`src/rtl/dest_drain_pkg.sv`:
```
// Shared types and defaults for the destination drain controller.
// Holds the FSM state encoding and the destination tag constants.
package dest_drain_pkg;

    typedef enum logic [1:0] {
        ST_IDLE   = 2'd0,
        ST_ACTIVE = 2'd1,
        ST_HOLD   = 2'd2
    } drain_state_t;

    localparam logic DEST_D0 = 1'b0;
    localparam logic DEST_D1 = 1'b1;

    localparam int DEFAULT_DATA_W = 6;
    localparam int DEFAULT_CNT_W  = 5;

    // Number of skid entries; the credit rule keeps pops + buffered words within it.
    localparam int SKID_DEPTH = 2;

endpackage

```
`src/rtl/drain_skid.sv`:
```
// Two-entry synchronous FIFO of {dest, data} sitting between capture and the output stream.
// Simultaneous write and read are allowed; clr empties it and zeroes the storage.
module drain_skid
    import dest_drain_pkg::*;
#(
    parameter int DATA_W = DEFAULT_DATA_W
) (
    input  logic              clk,
    input  logic              clr,
    input  logic              wr_en,
    input  logic              wr_dest,
    input  logic [DATA_W-1:0] wr_data,
    input  logic              rd_en,
    output logic [1:0]        count,
    output logic              head_dest,
    output logic [DATA_W-1:0] head_data
);

    logic [DATA_W:0] mem [SKID_DEPTH];
    logic            wr_ptr;
    logic            rd_ptr;
    logic [1:0]      cnt;
    logic            do_wr;
    logic            do_rd;

    // Guards make the buffer self-protecting even if a caller misbehaves.
    assign do_rd = rd_en && (cnt != 2'd0);
    assign do_wr = wr_en && ((cnt != 2'(SKID_DEPTH)) || do_rd);

    always_ff @(posedge clk) begin
        if (clr) begin
            wr_ptr <= 1'b0;
            rd_ptr <= 1'b0;
            cnt    <= 2'd0;
            for (int i = 0; i < SKID_DEPTH; i++) begin
                mem[i] <= '0;
            end
        end else begin
            if (do_wr) begin
                mem[wr_ptr] <= {wr_dest, wr_data};
                wr_ptr      <= ~wr_ptr;
            end
            if (do_rd) begin
                rd_ptr <= ~rd_ptr;
            end
            cnt <= cnt + 2'(do_wr) - 2'(do_rd);
        end
    end

    assign count     = cnt;
    assign head_dest = mem[rd_ptr][DATA_W];
    assign head_data = mem[rd_ptr][DATA_W-1:0];

endmodule

```
`src/rtl/dest_drain.sv`:
```
// Egress drain controller: pops two destination FIFOs and merges the words into one tagged stream.
// Build option DRAIN_STRICT_PRIO_EN gives d0 strict priority; otherwise d0/d1 are round-robin.
module dest_drain
    import dest_drain_pkg::*;
#(
    parameter int DATA_W = DEFAULT_DATA_W,
    parameter int CNT_W  = DEFAULT_CNT_W
) (
    input  logic              clk,
    input  logic              reset,
    input  logic              init,
    input  logic              drain_en,
    input  logic              fifo_empty_d0,
    input  logic              fifo_empty_d1,
    input  logic [DATA_W-1:0] data_d0,
    input  logic [DATA_W-1:0] data_d1,
    output logic              pop_d0,
    output logic              pop_d1,
    input  logic              sink_ready,
    output logic              out_valid,
    output logic [DATA_W-1:0] out_data,
    output logic              out_dest,
    output logic [CNT_W-1:0]  count_d0,
    output logic [CNT_W-1:0]  count_d1,
    output logic              idle
);

    function automatic logic [CNT_W-1:0] sat_inc(input logic [CNT_W-1:0] v);
        return (&v) ? v : v + CNT_W'(1);
    endfunction

    drain_state_t      state;
    logic              clr;
    logic              vld_p0;
    logic              tag_p0;
    logic [DATA_W-1:0] cap_data_p0;
    logic [1:0]        skid_count;
    logic              accept;
    logic [2:0]        credit;
    logic              can_pop;
    logic              grant_d0;
    logic              grant_d1;
    logic              drained;

    assign clr = reset | init;

    assign out_valid = (skid_count != 2'd0);
    assign accept    = out_valid & sink_ready;

    // A word leaving this cycle frees its slot, which is what lets pops resume as sink_ready rises.
    assign credit  = 3'(skid_count) + 3'(vld_p0) - 3'(accept);
    assign can_pop = (state == ST_ACTIVE) && drain_en && !clr && (credit < 3'd2);

    assign drained = fifo_empty_d0 && fifo_empty_d1 && !vld_p0 && (skid_count == 2'd0);

`ifdef DRAIN_STRICT_PRIO_EN
    always_comb begin
        grant_d0 = 1'b0;
        grant_d1 = 1'b0;
        if (!fifo_empty_d0) begin
            grant_d0 = 1'b1;
        end else if (!fifo_empty_d1) begin
            grant_d1 = 1'b1;
        end
    end
`else
    logic last_grant;

    always_comb begin
        grant_d0 = 1'b0;
        grant_d1 = 1'b0;
        if (!fifo_empty_d0 && !fifo_empty_d1) begin
            grant_d0 = (last_grant == DEST_D1);
            grant_d1 = (last_grant == DEST_D0);
        end else if (!fifo_empty_d0) begin
            grant_d0 = 1'b1;
        end else if (!fifo_empty_d1) begin
            grant_d1 = 1'b1;
        end
    end

    always_ff @(posedge clk) begin
        if (clr) begin
            last_grant <= DEST_D1;
        end else if (pop_d0 || pop_d1) begin
            last_grant <= pop_d1 ? DEST_D1 : DEST_D0;
        end
    end
`endif

    assign pop_d0 = can_pop & grant_d0;
    assign pop_d1 = can_pop & grant_d1;

    // ---- stage p0: pop issued last cycle, read data returns now ----
    always_ff @(posedge clk) begin
        if (clr) begin
            vld_p0 <= 1'b0;
            tag_p0 <= DEST_D0;
        end else begin
            vld_p0 <= pop_d0 | pop_d1;
            tag_p0 <= pop_d1 ? DEST_D1 : DEST_D0;
        end
    end

    assign cap_data_p0 = (tag_p0 == DEST_D1) ? data_d1 : data_d0;

    // ---- stage p1: skid buffer feeding the output stream ----
    drain_skid #(
        .DATA_W (DATA_W)
    ) u_skid (
        .clk       (clk),
        .clr       (clr),
        .wr_en     (vld_p0),
        .wr_dest   (tag_p0),
        .wr_data   (cap_data_p0),
        .rd_en     (accept),
        .count     (skid_count),
        .head_dest (out_dest),
        .head_data (out_data)
    );

    always_ff @(posedge clk) begin
        if (clr) begin
            state <= ST_IDLE;
        end else begin
            case (state)
                ST_IDLE: begin
                    if (drain_en && (!fifo_empty_d0 || !fifo_empty_d1)) begin
                        state <= ST_ACTIVE;
                    end
                end
                ST_ACTIVE: begin
                    if (drained) begin
                        state <= ST_IDLE;
                    end else if (!drain_en) begin
                        state <= ST_HOLD;
                    end
                end
                ST_HOLD: begin
                    if (drain_en) begin
                        state <= ST_ACTIVE;
                    end else if (drained) begin
                        state <= ST_IDLE;
                    end
                end
                default: state <= ST_IDLE;
            endcase
        end
    end

    assign idle = (state == ST_IDLE);

    always_ff @(posedge clk) begin
        if (clr) begin
            count_d0 <= '0;
            count_d1 <= '0;
        end else if (accept) begin
            if (out_dest == DEST_D1) begin
                count_d1 <= sat_inc(count_d1);
            end else begin
                count_d0 <= sat_inc(count_d0);
            end
        end
    end

endmodule

```
`config.mk`:
```
export PLATFORM = sky130hd
export DESIGN_NAME = dest_drain
export DESIGN_NICKNAME = d
export VERILOG_FILES = /design/src/rtl/dest_drain_pkg.sv /design/src/rtl/drain_skid.sv /design/src/rtl/dest_drain.sv
export SDC_FILE = /design/constraint.sdc
export NUM_CORES = 1
export LEC_CHECK = 0
export BUFFER_PORTS_ARGS = -buffer_cell sky130_fd_sc_hd__buf_2
export CAP_MARGIN = 5
export CORE_AREA = 8 8 65 67
export CTS_BUF_LIST = sky130_fd_sc_hd__clkbuf_16
export CTS_CLUSTER_SIZE = 24
export DETAILED_ROUTE_END_ITERATION = 16
export DIE_AREA = 0 0 73 75
export HOLD_SLACK_MARGIN = 0.12
export PLACE_DENSITY = 0.84
export SLEW_MARGIN = 20
export SYNTH_ARGS = -nofsm -noshare
export SYNTH_HDL_FRONTEND = slang
export SYNTH_SLANG_ARGS = --single-unit
```
`constraint.sdc`:
```
create_clock -name clk -period 8.5 [get_ports clk]
set_input_delay 2.125 -clock clk [delete_from_list [all_inputs] [get_ports clk]]
set_output_delay 2.125 -clock clk [all_outputs]
set_load 0.005 [all_outputs]
```
==> flow_summary.ini, run 1 <==
[layout]
area_growth_pct = 21.6
drive_gt1_share_pct = 30.0
regArea_um2 = 821
fillers = 257
insertedDiodeCount = 0
nNetsFinal = 238
final_area_um2 = 2090
multi_input_area_um2 = 821

[logic_synthesis]
synth-xor-area-share_pct = 2.04
synth_warnings = 0
synth.net_count = 197
synth_mux_area_share_pct = 11.5
synth_commonest_cells = 21 x nor2_1, 20 x dfxtp_1, 17 x nand2_1
async_flop_share_pct = 0
syn_avg_cell_area_um2 = 10.0
yosys.cell_types.count = 37
synth_area_um2 = 1720
yosysSeqAreaShare_pct = 47.8
synth-simple-area-share_pct = 20.3
synth_largest_area_cell = edfxtp_1
synth_compound_gate_area_share_pct = 8.45
synth_area_leaders = edfxtp_1 24%, dfxtp_1 23%, mux2_2 7.9%
synth_top_area_share_pct = 24.5
synthAdderAreaFrac_pct = 5.54
ys_ff_latch = 34
syn_inst = 171
synth-main-ff-cell = dfxtp_1
synth_top_family_by_area = simple AND/OR/NAND/NOR gates
synth_enable_flop_cells = 14
synth_most_common_cell = nor2_1

[floorplanning]
fp.dieArea_um2 = 5480
initial_core_util_pct = 53.1
rows = 21
fp.dieH_um = 75
io_pins = 40
die-width_um = 73
core_area_um2 = 3230

[run]
maxCapViolations = 0

[drt]
num_vias = 1391
routedWlPerCell_um = 13.8
wirelength_um = 3570
ant_nets = 0
wl_met2_um = 1760
first_iter_violations = 65
drcViolationCount = 0
firstDrtPassIters = 6
routed-wl-met3_um = 166
wl_met1_um = 1580
avgViaCountPerCell = 5.37
highest_layer = met4

[grt]
grt_pass1_wl_um = 5710
grt_pass1_vias = 1281
overflow = 0
antenna_found_initial = 0
grt_usage_pct = 13.3
grt_max_degree = 17

[clock_tree]
cts_buffers = 5
htree_levels = 2
clockBufferDepth = 2
cts_resized = 0
clk_latency_ns = 0.27
cts.clk_slew.worst_paths_ns = 0.05
cts_root_buffer = clkbuf_16
clock-sinks = 34
cts_post_setup_buffers_inserted = 0
cts_tree = done
postCtsHoldBufs = 0

[worst_setup_path]
r2r_slack_ns = 5.63
endpoint_kind = output port
critical_path_class = in -> out
required_ns = 6.38
critPathMaxFanout = 11
arrival_ns = 4.56
start_kind = input pin

[sta]
rsz0062_at_grt = no
final_max_slew_viol_count = 0
maxSlewHeadroom_pct = 71.0
setup_viol = 0
tightest_slew_ns = 0.424
finalHoldViolCount = 0
fin_skew_ns = 0.00437
finalSetupTns_ns = 0
finalCriticalPeriod_ns = 6.68
finalCritPeriodShare_pct = 78.6
clock.fmax_ghz = 0.150

[placement]
hpwl_um = 2610
io_buffers = 39
routabilityCongestion = 0.831
dpl_cell_area_um2 = 1950

[worst_hold_path]
holdCritPathClass = reg -> reg

[pwr]
power.leakage_nw = 0.884
powerDensity_nw_per_um2 = 172
peakVddDrop_mv = 0.109

[outcome]
outcome = completed
==> layout make-up <==
| class | instances | share of cell area, % |
|---|---|---|
| multi-input combinational | 120 | 39.3 |
| inverter | 10 | 1.92 |
| clock buffer | 5 | 5.99 |
| tap | 46 | 2.76 |
| sequential | 34 | 39.3 |
| timing repair buffer | 41 | 10.1 |
| clock inverter | 3 | 0.659 |
==> final timing paths <==
| kind | endpoint | start | cells past startpoint |
|---|---|---|---|
| worst max-delay path | pop_d1 | sink_ready | 12 |
| worst min-delay path | count_d1[3] | count_d1[3] | 2 |
| worst max register to register | tag_p0 | u_skid.count[1] | 10 |
| worst min register to register | count_d1[3] | count_d1[3] | 2 |
==> power breakdown <==
group          switching [W]  total [W]  internal (W)
combinational      0.0000103  0.0000191    0.00000879
sequential        0.00000123   0.000174      0.000173
clock              0.0000605   0.000167      0.000106
total              0.0000721   0.000360      0.000288
==> placed cells by master, fill, tap and decap left out, types with 2 or more instances in the layout <==
master,Yosys,final
nand4_1,6,6
or2_2,2,2
a2111oi_0,2,2
xnor2_1,3,3
dfxtp_1,20,20
clkbuf_16,0,5
nand2_1,17,17
and2_1,2,2
ha_1,6,6
buf_2,1,39
buf_4,0,2
nand3_1,2,2
o21ai_0,2,2
and3_1,3,3
nor2_1,21,21
inv_1,8,9
nor3b_1,2,2
or4_1,2,2
mux2i_1,4,4
nor3_1,2,2
mux2_2,12,12
nor4_1,4,4
edfxtp_1,14,14
a21oi_1,8,8
o31ai_1,6,6
or3_1,5,5
clkinv_2,0,2
==> critical path: stages <==
cell,delay [ns]
buf_2,0.11
o21ai_0,0.06
buf_4,0.20
clkinv_1,0.22
ha_1,0.34
inv_1,0.07
nand2_1,0.06
fa_1,0.47
and4b_1,0.24
nand2_1,0.11
a2111oi_0,0.36
buf_2,0.18
==> routing by layer <==
metal,track usage (%),vias up
li1,-,703
met1,14.6,651
met2,22.6,30
met3,4.26,7
met4,7.11,0
met5,0,-
==> stage by stage <==
stage	utilization, %	hold slack (ns)	power (W)	std cells	setup slack (ns)
after global placement	60.3	0.473	0.000196	251	1.88
after global routing	64.6	0.522	0.000372	259	1.68
after floorplan	-	0.463	0.000188	171	2.11
after CTS	64.6	0.484	0.000362	259	1.82
final	64.6	0.484	0.000360	259	1.82
after detailed placement	60.3	0.477	0.000197	251	1.84
==> cell families after synthesis <==
kind of cell,after synthesis
xor gates and xnor gates,4
buffers and inverters,17
adders and majority gates,7
DFF,34
AOI/OAI and AO/OA,22
and+or+nand+nor,70
muxes,17
==> sequential cells by signal, summed over array words and instances (netlist names), named ones only <==
register	flops
u_skid.mem	14
count_d0	5
count_d1	5
state	2
u_skid.count	2
last_grant	1
tag_p0	1
u_skid.rd_ptr	1
u_skid.wr_ptr	1
vld_p0	1
No activity file was read; power rests on OpenSTA's default activity.
==> inputs of run 2 (changes only) <==
--- a/config.mk
+++ b/config.mk
@@ -7,13 +7,13 @@
 export LEC_CHECK = 0
 export BUFFER_PORTS_ARGS = -buffer_cell sky130_fd_sc_hd__buf_2
 export CAP_MARGIN = 5
-export CORE_AREA = 8 8 65 67
+export CORE_AREA = 8 8 69 71
 export CTS_BUF_LIST = sky130_fd_sc_hd__clkbuf_16
 export CTS_CLUSTER_SIZE = 24
 export DETAILED_ROUTE_END_ITERATION = 16
-export DIE_AREA = 0 0 73 75
+export DIE_AREA = 0 0 77 79
 export HOLD_SLACK_MARGIN = 0.12
-export PLACE_DENSITY = 0.84
+export PLACE_DENSITY = 0.78
 export SLEW_MARGIN = 20
 export SYNTH_ARGS = -nofsm -noshare
 export SYNTH_HDL_FRONTEND = slang
==> constraint.sdc (replaced) <==
create_clock -name clk -period 5.83 [get_ports clk]
set_input_delay 1.4575 -clock clk [delete_from_list [all_inputs] [get_ports clk]]
set_output_delay 1.4575 -clock clk [all_outputs]
set_load 0.005 [all_outputs]
==> run 2 against run 1 <==
Against the previous run: wire length up 2.0%; global-route usage fell by 0.88 points; non-clock buffer count stayed put; critical endpoint unchanged; clock-buffer cell count is the same; first-iteration DRC count up 62%; die area rose by 11%; core utilization shrank 9.4 points; sequential cell count is the same.
==> flow_summary.ini, run 2 (synthesis results as in run 1) <==
[sta]
finalCriticalPeriod_ns = 5.34
finalHoldViolCount = 0
rsz0062_at_grt = no
maxSlewHeadroom_pct = 69.0
setup_viol = 0
finalCritPeriodShare_pct = 91.6
fin_skew_ns = 0.00289
finalSetupTns_ns = 0
tightest_slew_ns = 0.453
final_max_slew_viol_count = 0
clock.fmax_ghz = 0.187

[floorplanning]
io_pins = 40
rows = 23
core_area_um2 = 3800
fp.dieH_um = 79
die-width_um = 77
initial_core_util_pct = 45.2
fp.dieArea_um2 = 6080

[pwr]
combinationalPowerShare_pct = 5.3
switchingPower_w = 0.000113
peakVddDrop_mv = 0.0950
powerDensity_nw_per_um2 = 254
intPower_w = 0.000420
p_clk_share_pct = 47.1
p_sw_share_pct = 21.2
pwr-share-seq_pct = 47.6
power.leakage_nw = 0.876
total_power_w = 0.000533

[placement]
hpwl_um = 2630
io_buffers = 39
dp.cells = 255
routabilityCongestion = 0.768

[worst_setup_path]
cp-endpoint = pop_d1
critical_path_class = in -> out
arrival_ns = 3.88
r2r_slack_ns = 2.97
r2r_cells = 9
required_ns = 4.37
r2r-start = u_skid.count[1]
endpoint_kind = output port
cp-startpoint = sink_ready
critPathMaxFanout = 8
r2r-end = tag_p0
start_kind = input pin

[outcome]
outcome = completed

[layout]
final_core_util_pct = 55.2
area_growth_pct = 22.1
drive_gt1_share_pct = 30.0
nNetsFinal = 238
largest_reg_flops = 14
regArea_um2 = 821
fillers = 350
reg.largest.list = u_skid.mem x14, count_d0 x5, count_d1 x5
insertedDiodeCount = 0
fin_cells = 263
multi_input_area_um2 = 821
final_common_cell = buf_2
regMostFlops = u_skid.mem
layout_common_cells = 39 x buf_2, 21 x nor2_1, 20 x dfxtp_1

[drt]
wirelength_um = 3640
firstDrtPassIters = 6
avgViaCountPerCell = 5.28
first_iter_violations = 105
drcViolationCount = 0
ant_nets = 0
routedWlPerCell_um = 13.9
num_vias = 1389

[clock_tree]
cts_tree = done
clockBufferDepth = 2
cts_resized = 0
cts_post_setup_buffers_inserted = 0
htree_levels = 2
clk_latency_ns = 0.28
cts.clk_slew.worst_paths_ns = 0.05
clock-sinks = 34
postCtsHoldBufs = 0
cts_root_buffer = clkbuf_16
cts_buffers = 5

[grt]
grt_max_degree = 17
grt_pass1_vias = 1360
grt_pass1_wl_um = 6150
antenna_found_initial = 0
grt_usage_pct = 12.5
overflow = 0

[worst_hold_path]
holdCritPathClass = reg -> reg

[run]
maxCapViolations = 0
-- run 2: changes by cell type in the layout (fill, tap and decap cells not counted) --
cell / delta
inv_1: -1
clkinv_1: +1
clkinv_2: -1
clkinvlp_4: +1
-- run 2: power by group through the flow --
stage          registers (W)  clock network (W)  logic [W]
2_1_floorplan       0.000258                  0  0.0000154
3_3_place_gp        0.000258                  0  0.0000278
3_5_place_dp        0.000259                  0  0.0000284
4_1_cts             0.000254           0.000257  0.0000285
5_1_grt             0.000254           0.000267  0.0000311
6_report            0.000254           0.000251  0.0000282
-- run 2: through the flow --
stage	cell area (um^2)	hold WS, ns	setup WS, ns
global route	2100	0.505	0.271
floorplan	1720	0.463	0.776
global placement	1950	0.469	0.624
finish	2100	0.478	0.490
detailed placement	1950	0.480	0.556
CTS	2100	0.488	0.542
-- run 2: worst min path at each step --
stage                        from            end  cells past startpoint
global placement    u_skid.wr_ptr  u_skid.wr_ptr                      2
detailed placement    count_d1[3]    count_d1[3]                      2
floorplan           u_skid.wr_ptr  u_skid.wr_ptr                      2
finish                count_d1[3]    count_d1[3]                      2
global route          count_d0[3]    count_d0[3]                      2
CTS                   count_d1[3]    count_d1[3]                      2
-- run 2: final cells by class --
cell class	instances	share of cell area, %
Tap cell	50	2.99
Inverter	10	1.91
Clock buffer	5	5.97
Multi-Input combinational cell	120	39.2
Timing Repair Buffer	41	10.0
Sequential cell	34	39.2
Clock inverter	3	0.776
-- run 2: metal layers --
| layer | global-route usage [%] | up-vias | part of all wire [%] |
|---|---|---|---|
| li1 | - | 698 | - |
| met1 | 13.9 | 637 | 44 |
| met2 | 19.8 | 50 | 46 |
| met3 | 4.97 | 4 | 7.9 |
| met4 | 7.55 | 0 | 1.9 |
| met5 | 0 | - | 0 |
-- run 2: worst max-delay path: stages --
cell	delay (ns)
buf_2	0.11
o21ai_0	0.10
clkinv_1	0.27
ha_1	0.34
inv_1	0.07
nand2_1	0.06
fa_1	0.48
and4b_1	0.25
nand2_1	0.11
a2111oi_0	0.42
buf_2	0.19
